--- src/rtl/uart_tx_arbiter_if.sv ---
// Bundle between two byte requesters, the arbiter and a UART transmitter core.
// The slave modport is the arbiter side; master is the requester/transmitter side.
interface uart_tx_arbiter_if;
    logic       req0_valid;
    logic [7:0] req0_data;
    logic       req0_last;
    logic       req0_ready;
    logic       req1_valid;
    logic [7:0] req1_data;
    logic       req1_last;
    logic       req1_ready;
    logic       tx_start;
    logic [7:0] tx_data;
    logic       tx_busy;
    logic [1:0] grant;
    logic       timeout_err;

    modport slave (
        input  req0_valid,
        input  req0_data,
        input  req0_last,
        output req0_ready,
        input  req1_valid,
        input  req1_data,
        input  req1_last,
        output req1_ready,
        output tx_start,
        output tx_data,
        input  tx_busy,
        output grant,
        output timeout_err
    );

    modport master (
        output req0_valid,
        output req0_data,
        output req0_last,
        input  req0_ready,
        output req1_valid,
        output req1_data,
        output req1_last,
        input  req1_ready,
        input  tx_start,
        output tx_busy,
        input  tx_data,
        input  grant,
        input  timeout_err
    );
endinterface

--- src/rtl/uart_tx_arbiter.sv ---
// Two-requester message arbiter feeding one UART transmitter core.
// An owner keeps the grant until its last byte is sent or it idles out.
module uart_tx_arbiter #(
    parameter int IDLE_TIMEOUT = 52080,
    parameter int CNT_W        = 16
) (
    input logic              clk,
    input logic              rst,
    uart_tx_arbiter_if.slave bus
);

    typedef enum logic [2:0] {
        IDLE,
        OWN,
        START,
        WAIT_BUSY,
        WAIT_DONE
    } state_t;

    localparam logic [CNT_W-1:0] CNT_MAX = CNT_W'(IDLE_TIMEOUT - 1);

    state_t           state;
    state_t           state_nxt;
    logic [1:0]       grant_q;
    logic [1:0]       grant_nxt;
    logic             last_owner;
    logic             last_owner_nxt;
    logic             last_flag;
    logic             last_flag_nxt;
    logic [CNT_W-1:0] idle_cnt;
    logic [CNT_W-1:0] idle_cnt_nxt;
    logic [7:0]       data_q;
    logic [7:0]       data_nxt;
    logic             tout_q;
    logic             tout_nxt;

    logic             own_valid;
    logic [7:0]       own_data;
    logic             own_last;
    logic             own_ready;
    logic             xfer;
    logic             expire;

    // Owner view of the requester bundle; grant is one-hot inside OWN.
    assign own_valid = grant_q[1] ? bus.req1_valid : bus.req0_valid;
    assign own_data  = grant_q[1] ? bus.req1_data  : bus.req0_data;
    assign own_last  = grant_q[1] ? bus.req1_last  : bus.req0_last;

    assign own_ready = (state == OWN) && !bus.tx_busy;
    assign xfer      = own_ready && own_valid;
    assign expire    = (state == OWN) && !xfer && (idle_cnt == CNT_MAX);

    assign bus.req0_ready  = own_ready && grant_q[0];
    assign bus.req1_ready  = own_ready && grant_q[1];
    assign bus.tx_start    = (state == START);
    assign bus.tx_data     = data_q;
    assign bus.grant       = grant_q;
    assign bus.timeout_err = tout_q;

    always_ff @(posedge clk or negedge rst) begin
        if (!rst) state <= IDLE;
        else      state <= state_nxt;
    end

    always_comb begin
        state_nxt      = state;
        grant_nxt      = grant_q;
        last_owner_nxt = last_owner;
        last_flag_nxt  = last_flag;
        idle_cnt_nxt   = idle_cnt;
        data_nxt       = data_q;
        tout_nxt       = 1'b0;
        unique case (state)
            IDLE: begin
                if (bus.req0_valid &&
                    (!bus.req1_valid || last_owner)) begin
                    grant_nxt    = 2'b01;
                    state_nxt    = OWN;
                    idle_cnt_nxt = '0;
                end else if (bus.req1_valid) begin
                    grant_nxt    = 2'b10;
                    state_nxt    = OWN;
                    idle_cnt_nxt = '0;
                end
            end
            OWN: begin
                // A byte on the expiry cycle takes priority over timeout.
                if (xfer) begin
                    data_nxt      = own_data;
                    last_flag_nxt = own_last;
                    state_nxt     = START;
                end else if (expire) begin
                    tout_nxt       = 1'b1;
                    grant_nxt      = 2'b00;
                    last_owner_nxt = grant_q[1];
                    state_nxt      = IDLE;
                end else begin
                    idle_cnt_nxt = idle_cnt + CNT_W'(1);
                end
            end
            START: begin
                state_nxt = WAIT_BUSY;
            end
            WAIT_BUSY: begin
                if (bus.tx_busy) state_nxt = WAIT_DONE;
            end
            WAIT_DONE: begin
                if (!bus.tx_busy) begin
                    if (last_flag) begin
                        grant_nxt      = 2'b00;
                        last_owner_nxt = grant_q[1];
                        state_nxt      = IDLE;
                    end else begin
                        idle_cnt_nxt = '0;
                        state_nxt    = OWN;
                    end
                end
            end
            default: begin
                grant_nxt = 2'b00;
                state_nxt = IDLE;
            end
        endcase
    end

    always_ff @(posedge clk or negedge rst) begin
        if (!rst) begin
            grant_q    <= 2'b00;
            last_owner <= 1'b1;
            last_flag  <= 1'b0;
            idle_cnt   <= '0;
            data_q     <= 8'h00;
            tout_q     <= 1'b0;
        end else begin
            grant_q    <= grant_nxt;
            last_owner <= last_owner_nxt;
            last_flag  <= last_flag_nxt;
            idle_cnt   <= idle_cnt_nxt;
            data_q     <= data_nxt;
            tout_q     <= tout_nxt;
        end
    end

endmodule
--- src/flat_wrapper.sv ---
// flat-port wrapper written by rule: the top's interface ports become plain ports
module uart_tx_arbiter_flat 
#(
    parameter int IDLE_TIMEOUT = 52080,
    parameter int CNT_W        = 16
)
  (clk, rst, bus_req0_valid, bus_req0_data, bus_req0_last, bus_req0_ready, bus_req1_valid, bus_req1_data, bus_req1_last, bus_req1_ready, bus_tx_start, bus_tx_data, bus_tx_busy, bus_grant, bus_timeout_err);
  uart_tx_arbiter_if bus_i ();
  input logic clk;
  input logic rst;
  input wire logic [$bits(bus_i.req0_valid)-1:0] bus_req0_valid;
  input wire logic [$bits(bus_i.req0_data)-1:0] bus_req0_data;
  input wire logic [$bits(bus_i.req0_last)-1:0] bus_req0_last;
  output wire logic [$bits(bus_i.req0_ready)-1:0] bus_req0_ready;
  input wire logic [$bits(bus_i.req1_valid)-1:0] bus_req1_valid;
  input wire logic [$bits(bus_i.req1_data)-1:0] bus_req1_data;
  input wire logic [$bits(bus_i.req1_last)-1:0] bus_req1_last;
  output wire logic [$bits(bus_i.req1_ready)-1:0] bus_req1_ready;
  output wire logic [$bits(bus_i.tx_start)-1:0] bus_tx_start;
  output wire logic [$bits(bus_i.tx_data)-1:0] bus_tx_data;
  input wire logic [$bits(bus_i.tx_busy)-1:0] bus_tx_busy;
  output wire logic [$bits(bus_i.grant)-1:0] bus_grant;
  output wire logic [$bits(bus_i.timeout_err)-1:0] bus_timeout_err;
  assign bus_i.req0_valid = bus_req0_valid;
  assign bus_i.req0_data = bus_req0_data;
  assign bus_i.req0_last = bus_req0_last;
  assign bus_req0_ready = bus_i.req0_ready;
  assign bus_i.req1_valid = bus_req1_valid;
  assign bus_i.req1_data = bus_req1_data;
  assign bus_i.req1_last = bus_req1_last;
  assign bus_req1_ready = bus_i.req1_ready;
  assign bus_tx_start = bus_i.tx_start;
  assign bus_tx_data = bus_i.tx_data;
  assign bus_i.tx_busy = bus_tx_busy;
  assign bus_grant = bus_i.grant;
  assign bus_timeout_err = bus_i.timeout_err;
  uart_tx_arbiter #(.IDLE_TIMEOUT(IDLE_TIMEOUT), .CNT_W(CNT_W)) u_core (.clk(clk), .rst(rst), .bus(bus_i));
endmodule
--- config.mk ---
export PLATFORM = sky130hd
export DESIGN_NAME = uart_tx_arbiter_flat
export DESIGN_NICKNAME = d
export VERILOG_FILES = /design/src/rtl/uart_tx_arbiter_if.sv /design/src/rtl/uart_tx_arbiter.sv /design/src/flat_wrapper.sv
export SDC_FILE = /design/constraint.sdc
export NUM_CORES = 1
export LEC_CHECK = 0
export ABC_CLOCK_PERIOD_IN_PS = 4570
export BUFFER_PORTS_ARGS = -buffer_cell sky130_fd_sc_hd__buf_2
export CAP_MARGIN = 25
export CELL_PAD_IN_SITES_DETAIL_PLACEMENT = 0
export CELL_PAD_IN_SITES_GLOBAL_PLACEMENT = 2
export CORE_AREA = 2 2 68 86
export CTS_BUF_LIST = sky130_fd_sc_hd__clkbuf_16
export CTS_CLUSTER_SIZE = 40
export DETAILED_ROUTE_END_ITERATION = 12
export DIE_AREA = 0 0 70 88
export GPL_ROUTABILITY_DRIVEN = 0
export GPL_TIMING_DRIVEN = 0
export PLACE_DENSITY = 0.92
export SLEW_MARGIN = 10
export SYNTH_ARGS = -nofsm -noshare
export SYNTH_HDL_FRONTEND = slang
export SYNTH_SLANG_ARGS = --single-unit
--- constraint.sdc ---
create_clock -name clk -period 4.57 [get_ports clk]
set_clock_uncertainty 0.2 [all_clocks]
set_input_delay 0.457 -clock clk [delete_from_list [all_inputs] [get_ports clk]]
set_output_delay 0.457 -clock clk [all_outputs]
set_load 0.03 [all_outputs]
* Word-level counts from Yosys, hierarchy flattened *
Cells that the tools add are included.

storage, ports and cells
  bits in registers = 32
  bits of input ports = 23
  output and inout bits = 14
  word-level logic and storage cells = 76

cells by class
  add/sub/neg operators = 1
  eq/ne operators = 14
  multiplexer cells = 33
  bitwise gates (word level) = 1
  reduce and logical (&&, ||, !) cells = 20

operator list
  kind                                           number
  2-to-1 mux 16 bit                              6
  case mux 16 bit (3 select lines)               1
  2-to-1 mux 3 bit                               6
  adder 16 x 1 -> 16 bit, second input constant  1
  == test 16 bit, second input constant          1
  case mux 3 bit (5 select lines)                1
  2-to-1 mux 2 bit                               6
  AND reduction 6 bit                            2
  2-to-1 mux 1 bit                               10
  != test 2 bit, second input constant           5
  2-to-1 mux 8 bit                               1
  case mux 2 bit (4 select lines)                1
  logical AND 1 bit                              7
  == test 3 x 2 -> 1 bit, second input constant  2
  AND reduction 5 bit                            1
  != test 2 x 1 -> 1 bit, second input constant  2
  AND reduction 4 bit                            1
  == test 3 x 1 -> 1 bit, second input constant  1
  == test 3 bit, second input constant           1
  logical NOT 1 bit                              3
  logical NOT 3 bit                              1
  != test 3 x 1 -> 1 bit, second input constant  1
  != test 3 x 2 -> 1 bit, second input constant  1
  nonzero test 3 bit                             1
  other kinds (6)                                6

* Depth between registers and ports, before layout *
Gate-level depths: netlist (run 1).

  depth after elaboration = 9
  depth in mapped cells = 8

* Worst setup path before layout (run 1) *
OpenSTA, ideal clock, no wires.

  path kind = register -> output
  start point = register u_core.state[1]
  end point = output bus_req0_ready
  arrival time = 1963 ps
  data required time = 3913 ps
  setup slack = 1950 ps
  stages on the path, launching flop included = 6
  buffers on the path = 3
  cell sequence = dfrtp_1 -> buf_6 -> or3b_1 -> buf_2 -> buf_1 -> nor3b_1

on the way
  cells in the longest elaborated chain, start to end = 3

ends and longest elaborated chain
  what                    line                   text
  start, declared         uart_tx_arbiter.sv:22  state_t state;
  start signal, assigned  uart_tx_arbiter.sv:62  else state <= state_nxt;
  == test 3 x 1 -> 1 bit  uart_tx_arbiter.sv:49  assign own_ready = (state == OWN) && !bus.tx_busy;
  logical AND 1 bit       uart_tx_arbiter.sv:49
  logical AND 1 bit       uart_tx_arbiter.sv:53  assign bus.req0_ready = own_ready && grant_q[0];
  end, declared           flat_wrapper.sv:14     output wire logic [$bits(bus_i.req0_ready)-1:0] bus_req0_ready;

No other way between the ends.

* Worst setup path in the final report (run 1) *
  start point = register u_core.state[1]
  end point = output bus_req1_ready

on the way
  cells in the longest elaborated chain, start to end = 3

ends and longest elaborated chain
  what                    line                   text
  == test 3 x 1 -> 1 bit  uart_tx_arbiter.sv:49
  logical AND 1 bit       uart_tx_arbiter.sv:49
  logical AND 1 bit       uart_tx_arbiter.sv:54  assign bus.req1_ready = own_ready && grant_q[1];
  end, declared           flat_wrapper.sv:18     output wire logic [$bits(bus_i.req1_ready)-1:0] bus_req1_ready;

No other way between the ends.

==> impl_results.md, run 1 <==
- Leakage: a little under 1 nW
- # IOs: 37
- Final instance area: 2240 µm²
- Setup Buffers After CTS: 0
- Hold Fails Final Rpt: 0
- Util after Layout: approximately two fifths
- Fin nets: around 260
- FP Rows: 30
- First-pass GRT wire length: a little under 8000 µm
- PortBufs: 35
- FF+latch area: 802 µm²
- Worst-path fanout max: 10
- Synth Flop Type: dfrtp_1
- Min Tclk post-route: around 2700 ps
- Fin crit share: 59.9%
- Syn Area/Cell: ~9 µm²
- Worst-path clk slew: about 50 ps
- Yosys warnings: 0
- Placed standard-cell area: 2070 µm²
- Dpl hpwl: around 3200 µm
- RSZ-0062 raised after global routing: no
- Vias/cell: 5.33
- Asr flop ratio synth: 100%
- CTS Hold Bufs: 0
- Hold Path Class: input pin to asynchronous set/reset pin
- Power, Total: 1.42 mW
- Pwr Density: 633 nW/µm²
- Max clock buf depth: 2
- CTS tree: built
- CP Class: register to output pin
- Max-slew headroom: 43.4%
- Tightest Pin Transition: between 800 and 900 ps
- Minimum hold slack: 36.4 ps
- Cells after DPL: about 300
- Largest net degree at the start of global routing: 33
- Final worst setup slack: 1830 ps
- Die Ht: between 80 and 90 µm
- Vias: 1,614
- Critical Path Sink Type: output pin
- Finished Layout Cells: between 300 and 400
- Post-place setup slack: between 2000 and 2500 ps
- Maxcap violations: 0
- Peak supply drop: around 0.32 mV
- Layout cells sized above 1: approximately 24%
- Pre-Repair DR Iteration Count: 4
- WP data required: between 3000 and 4000 ps
- Status: finished, final reports clean
- Seq/Total Area, Yosys: between 40% and 50%
- Routed WL: between 4000 and 5000 µm
- Synth-to-Final Area Change: 23.3%
- Commonest non-fill, non-tap cell in the layout: buf_2
- Setup TNS: 0 ps
- GR Overflow Total: 0
- Post-synth EDFFs: 0
- # H-tree levels: 2
- Commonest non-fill, non-tap cells in the layout: buf_2 (40), dfrtp_1 (31), o21ai_0 (21), nand2_1 (19), mux2i_1 (11)
- FF+latch count, synth: 32
- Num CTS Buffers: 5
- Post-route DRC: 0
- Slew Viols, Final: 0
- Root buf cell: clkbuf_16
- Drt wl/cell: 14.8 µm
- DRT iter0 DRCs: 66
- Startpoint Class: register
- Multi-input gate area: 902 µm²
- Total GRT Usage: about 16%
- # clock sinks: 32
- Vias in the first global route: ~1,600
- Antenna cells: 0
- Cell area after synthesis: around 1800 µm²
- Fmax: ~0.37 GHz
- Antenna violations before repair: 0
- Cells after Synth: 196
- Antenna-violating nets left: 0
- Setup Viol. Count Final: 0
- Syn Nets: 220
- Later-pin clock latency in the skew report: 280 ps
- Die area: between 6000 and 7000 µm²
- PostCTS Resize Cnt: 0
- Initial Util: 34.1%
- Overall die width: roughly 70 µm
- Synth cell types: 47
- Core area: 5330 µm²
- Critical path arrival: 2080 ps
- Layout fillers: approximately 540
==> cells by family (layout without fill, tap and decap cells) <==
| group | count (synthesis) | in the layout | synth area share [%] |
|---|---|---|---|
| AOI/OAI and AO/OA | 61 | 61 | 21.0 |
| and+or+nand+nor | 69 | 69 | 21.4 |
| buffers and inverters | 21 | 64 | 6.13 |
| muxes | 12 | 12 | 6.69 |
| adders and majority gates | 1 | 1 | 0.689 |
| DFF | 32 | 32 | 44.2 |
==> flip-flops by register name (all words and copies together) (netlist names) <==
register and flops:
u_core.idle_cnt 16, u_core.last_flag 1, u_core.bus.timeout_err 1, u_core.last_owner 1
u_core.state 3, u_core.bus.tx_data 8, u_core.bus.grant 2
==> report_power, final <==
group | switching (mW) | internal [mW]
logic | 0.400 | 0.240
registers | 0.0415 | 0.355
clock network | 0.124 | 0.256
total | 0.566 | 0.851
==> synthesized netlist by cell type, types with 3 or more instances <==
library cell	n	area share (%)
nor3_1	9	2.5
o21ai_1	8	2.2
a31oi_1	4	1.4
nor2_1	7	1.4
nand4_1	3	1.0
o21ai_0	21	5.8
mux2i_1	11	6.1
a21oi_1	5	1.4
buf_2	5	1.4
inv_1	5	1.0
nand2_1	19	3.9
dfrtp_1	31	43
buf_6	3	1.9
nor2b_1	3	1.0
clkbuf_1	6	1.2
nand3_1	7	1.9
o31ai_1	10	4.1
==> layout make-up <==
cell class              count  share of cell area, %
plain buffers              16                   4.14
clock buffers               5                   5.59
clock inverters             3                   1.90
inverters                   5                  0.838
multi-input cells         143                   40.3
flip-flops and latches     32                   35.8
well taps                  64                   3.58
repair buffers             35                   7.83
==> worst max-delay path: stages, from the launching register on <==
cell,delay (ps)
dfrtp_1,370
buf_6,130
or3b_1,360
buf_2,190
buf_1,270
nor3b_1,250
buf_2,230
==> layer usage <==
metal | global-route usage [%] | up-vias | routed length [µm]
met4 | 5.24 | 0 | 68
met5 | 0 | - | 0
met3 | 3.91 | 5 | 197
met2 | 27.8 | 37 | 2290
li1 | - | 810 | -
met1 | 19.2 | 762 | 1930
==> path summary, 6_finish.rpt <==
check	slack, ps	depth (start not counted)	endpoint	from
worst max-delay path	1830	6	bus_req1_ready	u_core.state[1]
min in group clk	260	3	u_core.bus.tx_data[3]	bus_req0_data[3]
max in group asynchronous	3670	1	u_core.bus.tx_data[2]	rst
worst max register to register	2200	7	u_core.idle_cnt[5]	u_core.idle_cnt[0]
worst min register to register	280	2	u_core.bus.tx_data[1]	u_core.bus.tx_data[1]
worst min-delay path	40	1	u_core.idle_cnt[8]	rst
Power figures use the tool's default switching activity.
==> run 2: changes to the inputs <==
--- a/config.mk
+++ b/config.mk
@@ -5,19 +5,19 @@
 export SDC_FILE = /design/constraint.sdc
 export NUM_CORES = 1
 export LEC_CHECK = 0
-export ABC_CLOCK_PERIOD_IN_PS = 4570
+export ABC_CLOCK_PERIOD_IN_PS = 2400
 export BUFFER_PORTS_ARGS = -buffer_cell sky130_fd_sc_hd__buf_2
 export CAP_MARGIN = 25
 export CELL_PAD_IN_SITES_DETAIL_PLACEMENT = 0
 export CELL_PAD_IN_SITES_GLOBAL_PLACEMENT = 2
-export CORE_AREA = 2 2 68 86
+export CORE_AREA = 2 2 73 92
 export CTS_BUF_LIST = sky130_fd_sc_hd__clkbuf_16
 export CTS_CLUSTER_SIZE = 40
 export DETAILED_ROUTE_END_ITERATION = 12
-export DIE_AREA = 0 0 70 88
+export DIE_AREA = 0 0 75 94
 export GPL_ROUTABILITY_DRIVEN = 0
 export GPL_TIMING_DRIVEN = 0
-export PLACE_DENSITY = 0.92
+export PLACE_DENSITY = 0.85
 export SLEW_MARGIN = 10
 export SYNTH_ARGS = -nofsm -noshare
 export SYNTH_HDL_FRONTEND = slang
==> constraint.sdc (replaced) <==
create_clock -name clk -period 2.4 [get_ports clk]
set_clock_uncertainty 0.2 [all_clocks]
set_input_delay 0.24 -clock clk [delete_from_list [all_inputs] [get_ports clk]]
set_output_delay 0.24 -clock clk [all_outputs]
set_load 0.03 [all_outputs]
==> impl_results.md, run 2 (synthesized netlist as in run 1, its figures left out) <==
- Status: finished, final reports clean
- Worst-path cell chain: buf_6 > or3b_1 > buf_4 > buf_6 > nor3b_2 > buf_4
- Fin nets: 265 (+1.1%)
- Commonest non-fill, non-tap cells in the layout: buf_2 (37), dfrtp_1 (31), o21ai_0 (21), nand2_1 (19), mux2i_1 (11)
- Antenna violations before repair: 0 (unchanged)
- Pre-Repair DR Iteration Count: 5 (+1)
- Drt wl/cell: 13.8 µm (-6.9%)
- Leakage: 1.02 nW (+3.0%)
- Maxcap violations: 0 (unchanged)
- Slew Viols, Final: 0 (unchanged)
- Overall die width: 75 µm (+7.1%)
- DRT iter0 DRCs: 73 (+11%)
- Antenna cells: 0 (unchanged)
- Largest register FFs: 16 (unchanged)
- CP Class: register to output pin
- FP Rows: 32 (+6.7%)
- # IOs: 37 (unchanged)
- Fin crit share: between 90 and 100%
- Max incr delay on CP: 370 ps (about the same)
- Total GRT Usage: 14.8% (-1.1 points)
- Die Ht: 94 µm (+6.8%)
- Tightest Pin Transition: 853 ps (+11.4 ps)
- Fmax: 0.436 GHz
- Biggest register: u_core.idle_cnt
- Vias/cell: 4.99 (-6.4%)
- Largest net degree at the start of global routing: 33 (unchanged)
- Later-pin clock latency in the skew report: 280 ps (about the same)
- Core area: 6130 µm² (+15%)
- GR Overflow Total: 0 (unchanged)
- Startpoint Class: register
- Hold Path Class: input pin to register
- Synth-to-Final Area Change: 26.8%
- Post-route DRC: 0 (unchanged)
- FF+latch area: 802 µm² (unchanged)
- Layout fillers: 619 (+15%)
- Root buf cell: clkbuf_16
- WP data required: 1960 ps (-1950 ps)
- Minimum hold slack: 44.7 ps (+8.30 ps)
- Worst-path fanout max: 10 (unchanged)
- Util after Layout: 37.6% (-4.4 points)
- R2R depth: 7 (unchanged)
- Commonest non-fill, non-tap cell in the layout: buf_2
- Vias: 1,631 (+1.1%)
- Die area: 7050 µm² (+14%)
- Antenna-violating nets left: 0 (unchanged)
- Initial Util: 29.6% (-4.4 points)
- Num CTS Buffers: 5 (unchanged)
- Min Tclk post-route: between 2000 and 2500 ps
- # H-tree levels: 2 (unchanged)
- Hold-critical path depth: 3
- Routed WL: 4510 µm (+0.49%)
- Layout cells sized above 1: 26.0% (+1.8 points)
- Setup Viol. Count Final: 0 (unchanged)
- Max clock buf depth: 2 (unchanged)
- Multi-input gate area: 930 µm² (+3.1%)
- First-pass GRT wire length: 8020 µm (+3.6%)
- Worst-path clk slew: 50 ps (about the same)
- Max-slew headroom: 42.7% (-0.76 points)
- Critical path arrival: 1850 ps (-230 ps)
- Critical Path Sink Type: output pin
- # clock sinks: 32 (unchanged)
- CTS tree: built
- Vias in the first global route: 1,614 (+3.3%)
- Dpl hpwl: 3130 µm (-2.5%)
- Hold Fails Final Rpt: 0 (unchanged)
- Peak supply drop: 0.580 mV (+84%)
- Critical path's slowest cell: dfrtp_1
- Pwr Density: 1160 nW/µm² (+83%)
- PortBufs: 35 (unchanged)
-- run 2: cell type report --
class / instances / area share [%]
inverters: 5 / 0.815
clock buffers: 5 / 5.43
multi-input cells: 143 / 40.4
plain buffers: 16 / 4.51
repair buffers: 38 / 8.91
well taps: 85 / 4.62
flip-flops and latches: 32 / 34.8
clock inverters: 3 / 0.489
-- run 2: through the flow --
| stage | cell area, µm² | power (mW) | TNS, ps | cells | setup WS [ps] |
|---|---|---|---|---|---|
| floorplan | 1820 | 1.67 | -6.79 | 196 | -3.39 |
| global placement | 2100 | 2.00 | 0 | 316 | 29.6 |
| detailed placement | 2100 | 2.00 | 0 | 316 | 9.99 |
| CTS | 2250 | 2.61 | -8.72 | 325 | -8.72 |
| global route | 2300 | 2.88 | -1.54 | 327 | -1.54 |
| finish | 2300 | 2.67 | 0 | 327 | 105 |
-- run 2: routing by layer --
layer  global-route usage (%)  vias to the layer above  wire, µm  share of wire, %
met5                        0                        -         0                 0
met2                     24.3                       47      2200                49
met3                     4.08                        6       259               5.7
met1                     18.6                      757      1990                44
li1                         -                      821         -                 -
met4                     4.46                        0        51               1.1
-- run 2: power by group --
part,switching [mW],leakage [nW],internal (mW)
sequential,0.0829,0.422,0.676
clock,0.222,0.0738,0.373
combinational,0.789,0.525,0.527
-- run 2: path summary, 6_finish.rpt --
| kind | from | endpoint | slack (ps) |
|---|---|---|---|
| worst max-delay path | u_core.state[1] | bus_req1_ready | 110 |
| worst min-delay path | bus_req0_data[5] | u_core.bus.tx_data[5] | 40 |
| worst max register to register | u_core.bus.grant[1] | u_core.idle_cnt[8] | 160 |
| worst min register to register | u_core.bus.tx_data[2] | u_core.bus.tx_data[2] | 280 |
| max in group asynchronous | rst | u_core.idle_cnt[12] | 1160 |
| min in group asynchronous | rst | u_core.idle_cnt[1] | 370 |
-- run 2: what timing repair did --
action,CTS,global route
endpoints found under the setup margin,3,19
setup buffers,0,2
gates resized for setup,4,11
hold buffers,1,0
hold endpoints to repair,31,0
pin swaps,0,1
-- run 2: critical path: cells and delay by family (launching register included) --
family / cells / cell delay (ps)
flip-flops: 1 / 370
AND/OR/NAND/NOR: 2 / 540
buffers and inverters: 4 / 670
==> run 3: changes to the inputs <==
--- a/config.mk
+++ b/config.mk
@@ -5,19 +5,20 @@
 export SDC_FILE = /design/constraint.sdc
 export NUM_CORES = 1
 export LEC_CHECK = 0
+export ABC_AREA = 1
 export ABC_CLOCK_PERIOD_IN_PS = 2400
 export BUFFER_PORTS_ARGS = -buffer_cell sky130_fd_sc_hd__buf_2
 export CAP_MARGIN = 25
 export CELL_PAD_IN_SITES_DETAIL_PLACEMENT = 0
 export CELL_PAD_IN_SITES_GLOBAL_PLACEMENT = 2
-export CORE_AREA = 2 2 73 92
+export CORE_AREA = 2 2 80 101
 export CTS_BUF_LIST = sky130_fd_sc_hd__clkbuf_16
 export CTS_CLUSTER_SIZE = 40
 export DETAILED_ROUTE_END_ITERATION = 12
-export DIE_AREA = 0 0 75 94
+export DIE_AREA = 0 0 82 103
 export GPL_ROUTABILITY_DRIVEN = 0
 export GPL_TIMING_DRIVEN = 0
-export PLACE_DENSITY = 0.85
+export PLACE_DENSITY_LB_ADDON = 0.1
 export SLEW_MARGIN = 10
 export SYNTH_ARGS = -nofsm -noshare
 export SYNTH_HDL_FRONTEND = slang
==> impl_results.md, run 3 <==
- Status: finished, final reports clean
- Synth top area share: 39.8% (-3.0 points)
- Synth Flop Type: dfrtp_1
- FF+latch count, synth: 32 (unchanged)
- Critical path's slowest cell: dfrtp_1
- # H-tree levels: 2 (unchanged)
- Antenna-violating nets left: 0 (unchanged)
- GR Overflow Total: 0 (unchanged)
- Startpoint Class: register
- Cell area after synthesis: 1950 µm² (+7.4%)
- Hold Path Class: input pin to register
- PortBufs: 36 (+2.9%)
- Die area: 8450 µm² (+20%)
- Peak supply drop: 0.448 mV (-23%)
- Syn Nets: 298 (+35%)
- DRT iter0 DRCs: 91 (+25%)
- Top area cells in the synthesized netlist: dfrtp_1 (40%), nand2_1 (17%), nor2_1 (7.7%)
- Leading area contributor after synthesis: dfrtp_1
- Setup TNS: 0 ps (unchanged)
- Overall die width: 82 µm (+9.3%)
- Synth top cells by count: nand2_1 (86), nor2_1 (40), dfrtp_1 (31)
- Vias/cell: 4.52 (-9.3%)
- Later-pin clock latency in the skew report: 280 ps (about the same)
- Hold Fails Final Rpt: 0 (unchanged)
- Vias: 1,872 (+15%)
- Worst-path cell chain: inv_2 > nand2_1 > nor2_2 > buf_2 > nand2_1 > nor2_1 > buf_2
- Critical Path Sink Type: output pin
- Reg2Reg Setup Slack: 240 ps (+80 ps)
- Post-place setup slack: 173 ps (+163 ps)
- PostCTS Resize Cnt: 0 (-4)
- Post-route DRC: 0 (unchanged)
- Synth-to-Final Area Change: 24.4%
- Dpl hpwl: 4080 µm (+30%)
- Syn Area/Cell: 7.12 µm² (-23%)
- Initial Util: 25.8% (-3.9 points)
- Cells after DPL: 405 (+28%)
- Pwr Density: 1120 nW/µm² (-3.2%)
- Core area: 7570 µm² (+24%)
- Fin nets: 342 (+29%)
- Drt wl/cell: 13.6 µm (-1.1%)
- Cells after Synth: 274 (+40%)
- Slew Viols, Final: 0 (unchanged)
- Die Ht: 103 µm (+9.6%)
- Synth cell types: 31 (-34%)
- First-pass GRT wire length: 9510 µm (+18%)
- Maxcap violations: 0 (unchanged)
- Antenna violations before repair: 0 (unchanged)
- # IOs: 37 (unchanged)
- Worst-path clk slew: 60 ps (about the same)
- FP Rows: 36 (+13%)
- Total GRT Usage: 15.1% (+0.26 points)
- Seq/Total Area, Yosys: 41.1% (-3.1 points)
- Leakage: 1.14 nW (+12%)
- Max incr delay on CP: 420 ps (+50 ps)
- Largest register FFs: 16 (unchanged)
- Minimum hold slack: 17.0 ps (-27.7 ps)
- WP data required: 1960 ps (about the same)
- Largest net degree at the start of global routing: 33 (unchanged)
- Fin crit share: 90.3% (-5.3 points)
- Post-synth EDFFs: 0 (unchanged)
- Critical path arrival: 1730 ps (-120 ps)
- Setup Viol. Count Final: 0 (unchanged)
- Finished Layout Cells: 414 (+27%)
- Worst-path fanout max: 10 (unchanged)
- Layout cells sized above 1: 22.3% (-3.8 points)
- Min Tclk post-route: 2170 ps (-128 ps)
- Vias in the first global route: 1,913 (+19%)
- Yosys warnings: 0 (unchanged)
- Biggest register: u_core.idle_cnt
- Final worst setup slack: 234 ps (+128 ps)
- Max clock buf depth: 2 (unchanged)
- Pre-Repair DR Iteration Count: 4 (-1)
- # clock sinks: 32 (unchanged)
- Routed WL: 5640 µm (+25%)
- Fmax: 0.462 GHz (+5.9%)
- Tightest Pin Transition: 794 ps (-58.7 ps)
- Max-slew headroom: 47.0% (+4.3 points)
- RSZ-0062 raised after global routing: no
- Root buf cell: clkbuf_16
- R2R depth: 8 (+1)
- Commonest non-fill, non-tap cell in the layout: nand2_1
- CP Class: register to output pin
- Power, Total: 2.73 mW (+2.1%)
- Commonest non-fill, non-tap cells in the layout: nand2_1 (86), nor2_1 (40), buf_2 (39), dfrtp_1 (31), inv_1 (25)
- Most frequent cell after synthesis: nand2_1
- Antenna cells: 0 (unchanged)
- Num CTS Buffers: 5 (unchanged)
- Hold-critical path depth: 3 (unchanged)
- CTS tree: built
- Asr flop ratio synth: 100% (unchanged)
==> run 3: cell count changes after synthesis, sizes merged, moves of 4 or more <==
| cell | change |
|---|---|
| a31oi | +5 |
| buf | -4 |
| inv | +21 |
| mux2i | -11 |
| nand2 | +72 |
| nand3 | +17 |
| nand4 | +4 |
| nor2 | +37 |
| nor3 | -7 |
| o21ai | -14 |
| o31ai | -10 |
| or3 | -4 |
| xor2 | +6 |
==> run 3: layout make-up <==
type | count | area (µm²)
Multi-Input combinational cell | 207 | 990
Inverter | 26 | 97.6
Buffer | 9 | 61.3
Clock inverter | 3 | 42.5
Tap cell | 95 | 119
Timing Repair Buffer | 37 | 190
Clock buffer | 5 | 125
Sequential cell | 32 | 802
Fill cell | 849 | 5140
==> run 3: metal layers <==
layer,part of all wire [%],global-route usage [%],up-vias
met5,0,0,-
met3,4.2,3.42,6
met2,50,27.3,44
li1,-,-,970
met4,1.3,4.74,0
met1,45,17.3,852
==> run 3: cells by family after synthesis <==
logic type / share of synthesized area, %
AO/OA/AOI/OAI: 9.30
XOR/XNOR: 3.59
adder cells (fa/ha/maj): 0.641
buffers and inverters: 8.15
flip-flops: 41.1
AND/OR/NAND/NOR: 37.2
==> run 3: final timing paths <==
path,end,from
min in group asynchronous,u_core.idle_cnt[3],rst
setup reg to reg,u_core.state[0],u_core.idle_cnt[0]
hold / removal,u_core.bus.tx_data[2],bus_req0_data[2]
hold reg to reg,u_core.last_owner,u_core.last_owner
setup / recovery,bus_req1_ready,u_core.state[2]
max in group asynchronous,u_core.state[0],rst
==> run 3: critical path, delay by kind of cell (launching register included) <==
family	cells	cell delay [ps]
buf+inv	3	590
flops	1	420
simple gates	4	440
==> run 3: timing repair <==
| item | 4_1_cts | 5_1_grt |
|---|---|---|
| hold endpoints to repair | 31 | 0 |
| buffers inserted | 0 | 0 |
| hold buffers | 1 | 0 |
==> run 3: where the power goes <==
part,internal [mW],switching (mW)
sequential,0.688,0.121
combinational,0.369,0.806
clock,0.488,0.254
==> run 3: stage by stage <==
| stage | util (%) | area, µm² |
|---|---|---|
| global route | 32.1 | 2430 |
| detailed placement | 29.7 | 2250 |
| CTS | 32.1 | 2430 |
| finish | 32.1 | 2430 |
| floorplan | - | 1950 |
| global placement | 29.7 | 2250 |
